<file path="src/rtl/pattern_mem.sv">
// pattern_mem: DEPTH-word pattern memory with a 1-cycle registered read and a reset-restored preset pattern.
// Optional scan mode (SCAN state, scan pointer, step counter, scan_wrap) is built only with `define PATTERN_MEM_SCAN_EN.
module pattern_mem #(
  parameter int NBITS_DATA = 4,
  parameter int NBITS_ADDR = 2,
  parameter int SCAN_DIV   = 4
) (
  input  logic                  clk_2,
  input  logic                  reset,
  input  logic                  we,
  input  logic [NBITS_ADDR-1:0] addr,
  input  logic [NBITS_DATA-1:0] wdata,
  input  logic                  scan,
  output logic [NBITS_DATA-1:0] rdata,
  output logic [NBITS_ADDR-1:0] raddr,
  output logic                  valid,
  output logic                  scan_wrap
);

  localparam int DEPTH  = 2 ** NBITS_ADDR;
  localparam int STEP_W = (SCAN_DIV > 1) ? $clog2(SCAN_DIV) : 1;

  function automatic logic [NBITS_DATA-1:0] init_word(input int i);
    return NBITS_DATA'((i + 1) * 3);
  endfunction

  logic [NBITS_DATA-1:0] mem_q [DEPTH];
  logic [NBITS_DATA-1:0] rdata_q;
  logic [NBITS_ADDR-1:0] raddr_q;
  logic                  valid_q;
  logic [NBITS_ADDR-1:0] rd_addr;
  logic                  wr_en;

`ifdef PATTERN_MEM_SCAN_EN
  typedef enum logic {DIRECT, SCAN} state_e;

  state_e              state_q, state_d;
  logic [NBITS_ADDR-1:0] ptr_q, ptr_d;
  logic [STEP_W-1:0]     step_q, step_d;
  logic                  wrap_q, wrap_d;

  // NOTE: every next-state signal gets its hold value first, so no path through this block can infer a latch.
  always_comb begin
    state_d = state_q;
    ptr_d   = ptr_q;
    step_d  = step_q;
    wrap_d  = 1'b0;
    case (state_q)
      DIRECT: begin
        if (scan) begin
          state_d = SCAN;
          ptr_d   = '0;
          step_d  = '0;
        end
      end
      SCAN: begin
        if (!scan) begin
          state_d = DIRECT;
        end else if (step_q == STEP_W'(SCAN_DIV - 1)) begin
          step_d = '0;
          ptr_d  = ptr_q + NBITS_ADDR'(1);
          wrap_d = (ptr_q == NBITS_ADDR'(DEPTH - 1));
        end else begin
          step_d = step_q + STEP_W'(1);
        end
      end
      default: state_d = DIRECT;
    endcase
  end

  always_ff @(posedge clk_2) begin
    if (reset) begin
      state_q <= DIRECT;
      ptr_q   <= '0;
      step_q  <= '0;
      wrap_q  <= 1'b0;
    end else begin
      state_q <= state_d;
      ptr_q   <= ptr_d;
      step_q  <= step_d;
      wrap_q  <= wrap_d;
    end
  end

  // The pointer is kept across a return to DIRECT but only drives the read while scanning.
  assign rd_addr   = (state_q == SCAN) ? ptr_q : addr;
  assign wr_en     = we && (state_q == DIRECT);
  assign scan_wrap = wrap_q;
`else
  logic unused_scan;

  assign unused_scan = scan;
  assign rd_addr     = addr;
  assign wr_en       = we;
  assign scan_wrap   = 1'b0;
`endif

  // NOTE: the storage array is reset on purpose -- reset restores the preset pattern, so it cannot map to a plain RAM macro.
  always_ff @(posedge clk_2) begin
    if (reset) begin
      for (int i = 0; i < DEPTH; i++) begin
        mem_q[i] <= init_word(i);
      end
      rdata_q <= '0;
      raddr_q <= '0;
      valid_q <= 1'b0;
    end else begin
      // NOTE: non-blocking updates make a same-edge read of the written word return the old value (read-first).
      if (wr_en) begin
        mem_q[addr] <= wdata;
      end
      rdata_q <= mem_q[rd_addr];
      raddr_q <= rd_addr;
      valid_q <= 1'b1;
    end
  end

  assign rdata = rdata_q;
  assign raddr = raddr_q;
  assign valid = valid_q;

endmodule

</file>
<file path="config.mk">
export PLATFORM = sky130hd
export DESIGN_NAME = pattern_mem
export DESIGN_NICKNAME = d
export VERILOG_FILES = /design/src/rtl/pattern_mem.sv
export SDC_FILE = /design/constraint.sdc
export NUM_CORES = 1
export LEC_CHECK = 0
export ABC_CLOCK_PERIOD_IN_PS = 2300
export CORE_MARGIN = 2
export CORE_UTILIZATION = 50
export CTS_BUF_LIST = sky130_fd_sc_hd__clkbuf_8 sky130_fd_sc_hd__clkbuf_16
export DETAILED_ROUTE_END_ITERATION = 7
export GPL_TIMING_DRIVEN = 0
export HOLD_SLACK_MARGIN = 0.12
export PLACE_DENSITY = 0.84
export SLEW_MARGIN = 20
export SYNTH_ARGS = -nofsm -noshare
export SYNTH_HDL_FRONTEND = slang
export SYNTH_SLANG_ARGS = --single-unit
export TNS_END_PERCENT = 20
</file>
<file path="constraint.sdc">
create_clock -name clk_2 -period 2.3 [get_ports clk_2]
set_input_delay 0.69 -clock clk_2 [delete_from_list [all_inputs] [get_ports clk_2]]
set_output_delay 0.69 -clock clk_2 [all_outputs]
set_load 0.05 [all_outputs]
</file>
**Word-level counts from Yosys, hierarchy flattened**

Memories as Yosys holds them, arrays and structs flattened. A register that Yosys moved wholly into a read port is not among the register bits.
Index checks and enable logic that the tools add are counted.

- Input bits: 10
- Flip-flop bits (word level): 3
- Bits in writable memories: 16
- Logic and storage cells: 13
- Memories kept: 1
- Output and inout port bits: 8

Memories:

| name | words | bits a word | rd ports | clocked after Yosys merged registers in | wr ports | RTL line | text |
|---|---|---|---|---|---|---|---|
| mem_q | 4 | 4 | 1 | 1 | 4 | 27 | `logic [NBITS_DATA-1:0] mem_q [DEPTH];` |

- Reductions and logical operators: 1
- Multiplexer cells: 9

Operator list:

| cell | number |
|---|---|
| two-way mux 1 bit | 7 |
| two-way mux 4 bit | 1 |
| OR reduction 4 bit | 1 |
| two-way mux 2 bit | 1 |

**Logic depth before layout (Yosys ltp)**

Gate-level depths: netlist of the first run.

- Depth after elaboration: 5
- Mapped depth: 3
- Mapped depth without buffers: 2

**Worst setup path before layout of the first run**

No wires, ideal clock.

- Path type: input -> register
- Start: input port addr[1]
- End: memory mem_q[0][0], enable pin
- Data arrival time: 1.393 ns
- Path slack: 0.609 ns
- Stages on the path: 3
- Data required time: 2.002 ns
- Path buffers: 1
- Library setup time: 0.298 ns
- Cell sequence: buf_2 nor4b_2 or2_2

RTL lines:

| what | RTL line | text |
|---|---|---|
| start: declaration | 11 | `input logic [NBITS_ADDR-1:0] addr,` |
| end: declaration | 27 |  |

**Worst setup path after layout of the first run**

- Start: register raddr_q[0], in the netlist raddr[0]
- End: output port raddr[0]

RTL lines:

| what | RTL line | text |
|---|---|---|
| start: declaration | 29 | `logic [NBITS_ADDR-1:0] raddr_q;` |
| start signal: assignment | 113 | `raddr_q <= rd_addr;` |
| end: declaration | 15 | `output logic [NBITS_ADDR-1:0] raddr,` |

No word-level cell between the ends.

==> out/metrics.yaml, run 1 <==
status: "completed"
arrival_ns: 1.37
grt_max_degree: 14
setup_violations: 0
cp_slowest_cell: "clkdlybuf4s50_1"
cts_setup_buffers: 0
clock_sinks: 23
die_h_um: 47.76
clock_skew_ns: 0.0005102
fin_setup_tns_ns: 0
synthTopCellsByArea: "edfxtp_1 (50%), dfxtp_1 (15%), mux4_2 (9.4%)"
synth_seq_area_share: 0.6484
ir_drop_uv: 435.9
period_share: 0.8942
cap_violations: 0
num_rows: 15
fp.dieW_um: 47.76
dp_cells: 102
worstHoldPathType: "reg2reg"
wl_mm: 1.467
cts_tree: "done"
fmax_ghz: 0.4862
place.gp.congestion: 0.7364
ys_ff_latch: 23
die_area_sq_um: 2281
yosysTopAreaCellShare: 0.5020
cp_slowest_stage_delay_ns: 0.79
num_vias: 532
critPathLaunchType: "register"
synth_area_sq_um: 957.2
crit_fanout: 1
drive_gt1_frac: 0.2099
finalNetCount: 92
power_density_nw_per_um2: 727.0
drt_first_pass_iters: 4
syn_avg_cell_area_sq_um: 14.96
htree_levels: 1
cts_buffers: 3
cts_buffer_depth: 2
required_ns: 1.61
ios: 18
antenna_found_initial: 0
crit_cells: 1
yosys.area.top_type: "edfxtp_1"
start_util: 0.5426
total_power_uw: 846.9
critPathKind: "reg2out"
cts_resized: 0
final_cell_count_no_fill: 106
yosys_warnings: 0
hold_buffers: 0
cpLargestDelayFamily: "buffers and inverters"
min_delay_path_depth: 2
cts_root_buffer: "clkbuf_8"
grt_usage: 0.1585
insertion_delay_ns: 0.26
syn_nets: 74
synthFlopType: "edfxtp_1"
synth_edf_count: 16
hpwl_mm: 1.147
drtAntennaViolNets: 0
crit_path_end_kind: "primary output"
synth_common_cells: "edfxtp_1 (16), and2_1 (12), nand2b_1 (9)"
crit_path_cell_trace: "clkdlybuf4s50_1"
r2r_cells: 2
drc: 0
wl_per_cell_um: 13.84
first_iter_violations: 7
area_growth_pct: 21.70
clk_pin_slew_ns: 0.08
grt-ovfl-total: 0
num_antenna_cells: 0
yosysMostFrequentCell: "edfxtp_1"
cp.buffers_inverters: 1
period_needed_ns: 2.057
grt_pass1_wl_mm: 2.290
synth_cell_types: 16
viasPerCell: 5.019
maxSlewViolCount: 0
rsz0062_at_grt: "no"
grt_pass1_vias: 529
total_leakage_power_nw: 0.4226
portBuffers: 13
syn_inst: 64
async_flop_share: 0
core_area_sq_um: 1764
hold_violations: 0
-- cell families after synthesis --
| logic type | synth area share |
|---|---|
| muxes | 0.09412 |
| and+or+nand+nor | 0.2209 |
| DFF | 0.6484 |
| buffers and inverters | 0.03268 |
| other | 0.003918 |
-- final timing paths --
path	from	slack [ns]	end
hold reg to reg	mem_q[0][0]	0.67	rdata[0]
hold / removal	mem_q[0][0]	0.67	rdata[0]
setup reg to reg	mem_q[3][2]	1.16	rdata[2]
setup / recovery	raddr[0]	0.24	raddr[0]
-- sequential cells by signal, summed over array words and instances (netlist names) --
| register | cells |
|---|---|
| mem_q | 16 |
| raddr | 2 |
| rdata | 4 |
| valid | 1 |
-- stage by stage --
stage	utilization	cell area (sq um)	setup slack, ns	hold WS (ns)
finish	0.6603	1165	0.2433	0.6744
global route	0.6603	1165	0.1824	0.7106
CTS	0.6603	1165	0.2293	0.6771
detailed placement	0.6340	1119	0.03645	0.6564
global placement	0.6340	1119	0.08236	0.6470
floorplan	-	957.2	0.6092	0.6355
-- cell usage in the layout, fill, tap and decap left out --
master	instances
and2_1	12
and4bb_2	2
buf_2	1
buf_4	1
buf_6	1
clkbuf_8	3
clkdlybuf4s50_1	13
clkinv_2	1
conb_1	1
dfxtp_1	7
edfxtp_1	16
inv_1	2
mux4_2	4
nand2_1	1
nand2b_1	9
nand3_1	1
nor2b_1	2
nor4b_2	1
or2_2	3
-- where the power goes --
part,switching [mW],internal [mW]
clock,0.123,0.121
combinational,0.0666,0.0535
sequential,0.00915,0.473
total,0.199,0.648
-- routing by layer --
metal | part of all wire | global-route usage | vias to the layer above
met5 | 0 | 0 | -
met4 | 0.012 | 0.09730 | 0
met3 | 0.046 | 0.06038 | 2
met2 | 0.55 | 0.2533 | 20
met1 | 0.39 | 0.1788 | 256
li1 | - | - | 254
-- cell type report --
class	instances	area, sq um
plain buffers	3	23.77
clock buffers	3	41.29
clock inverters	1	5.005
fillers	146	599.3
inverters	2	7.507
multi-input cells	36	305.3
flip-flops and latches	23	620.6
well taps	25	31.28
repair buffers	13	130.1
Note: power is estimated with default switching activity, not from simulation.
==> inputs of run 2 (changes only) <==
Settings changed: CTS_CLUSTER_SIZE set to 28.
==> results of run 2 <==
Same layout as run 1: the final DEF is identical, and so are final timing and power.
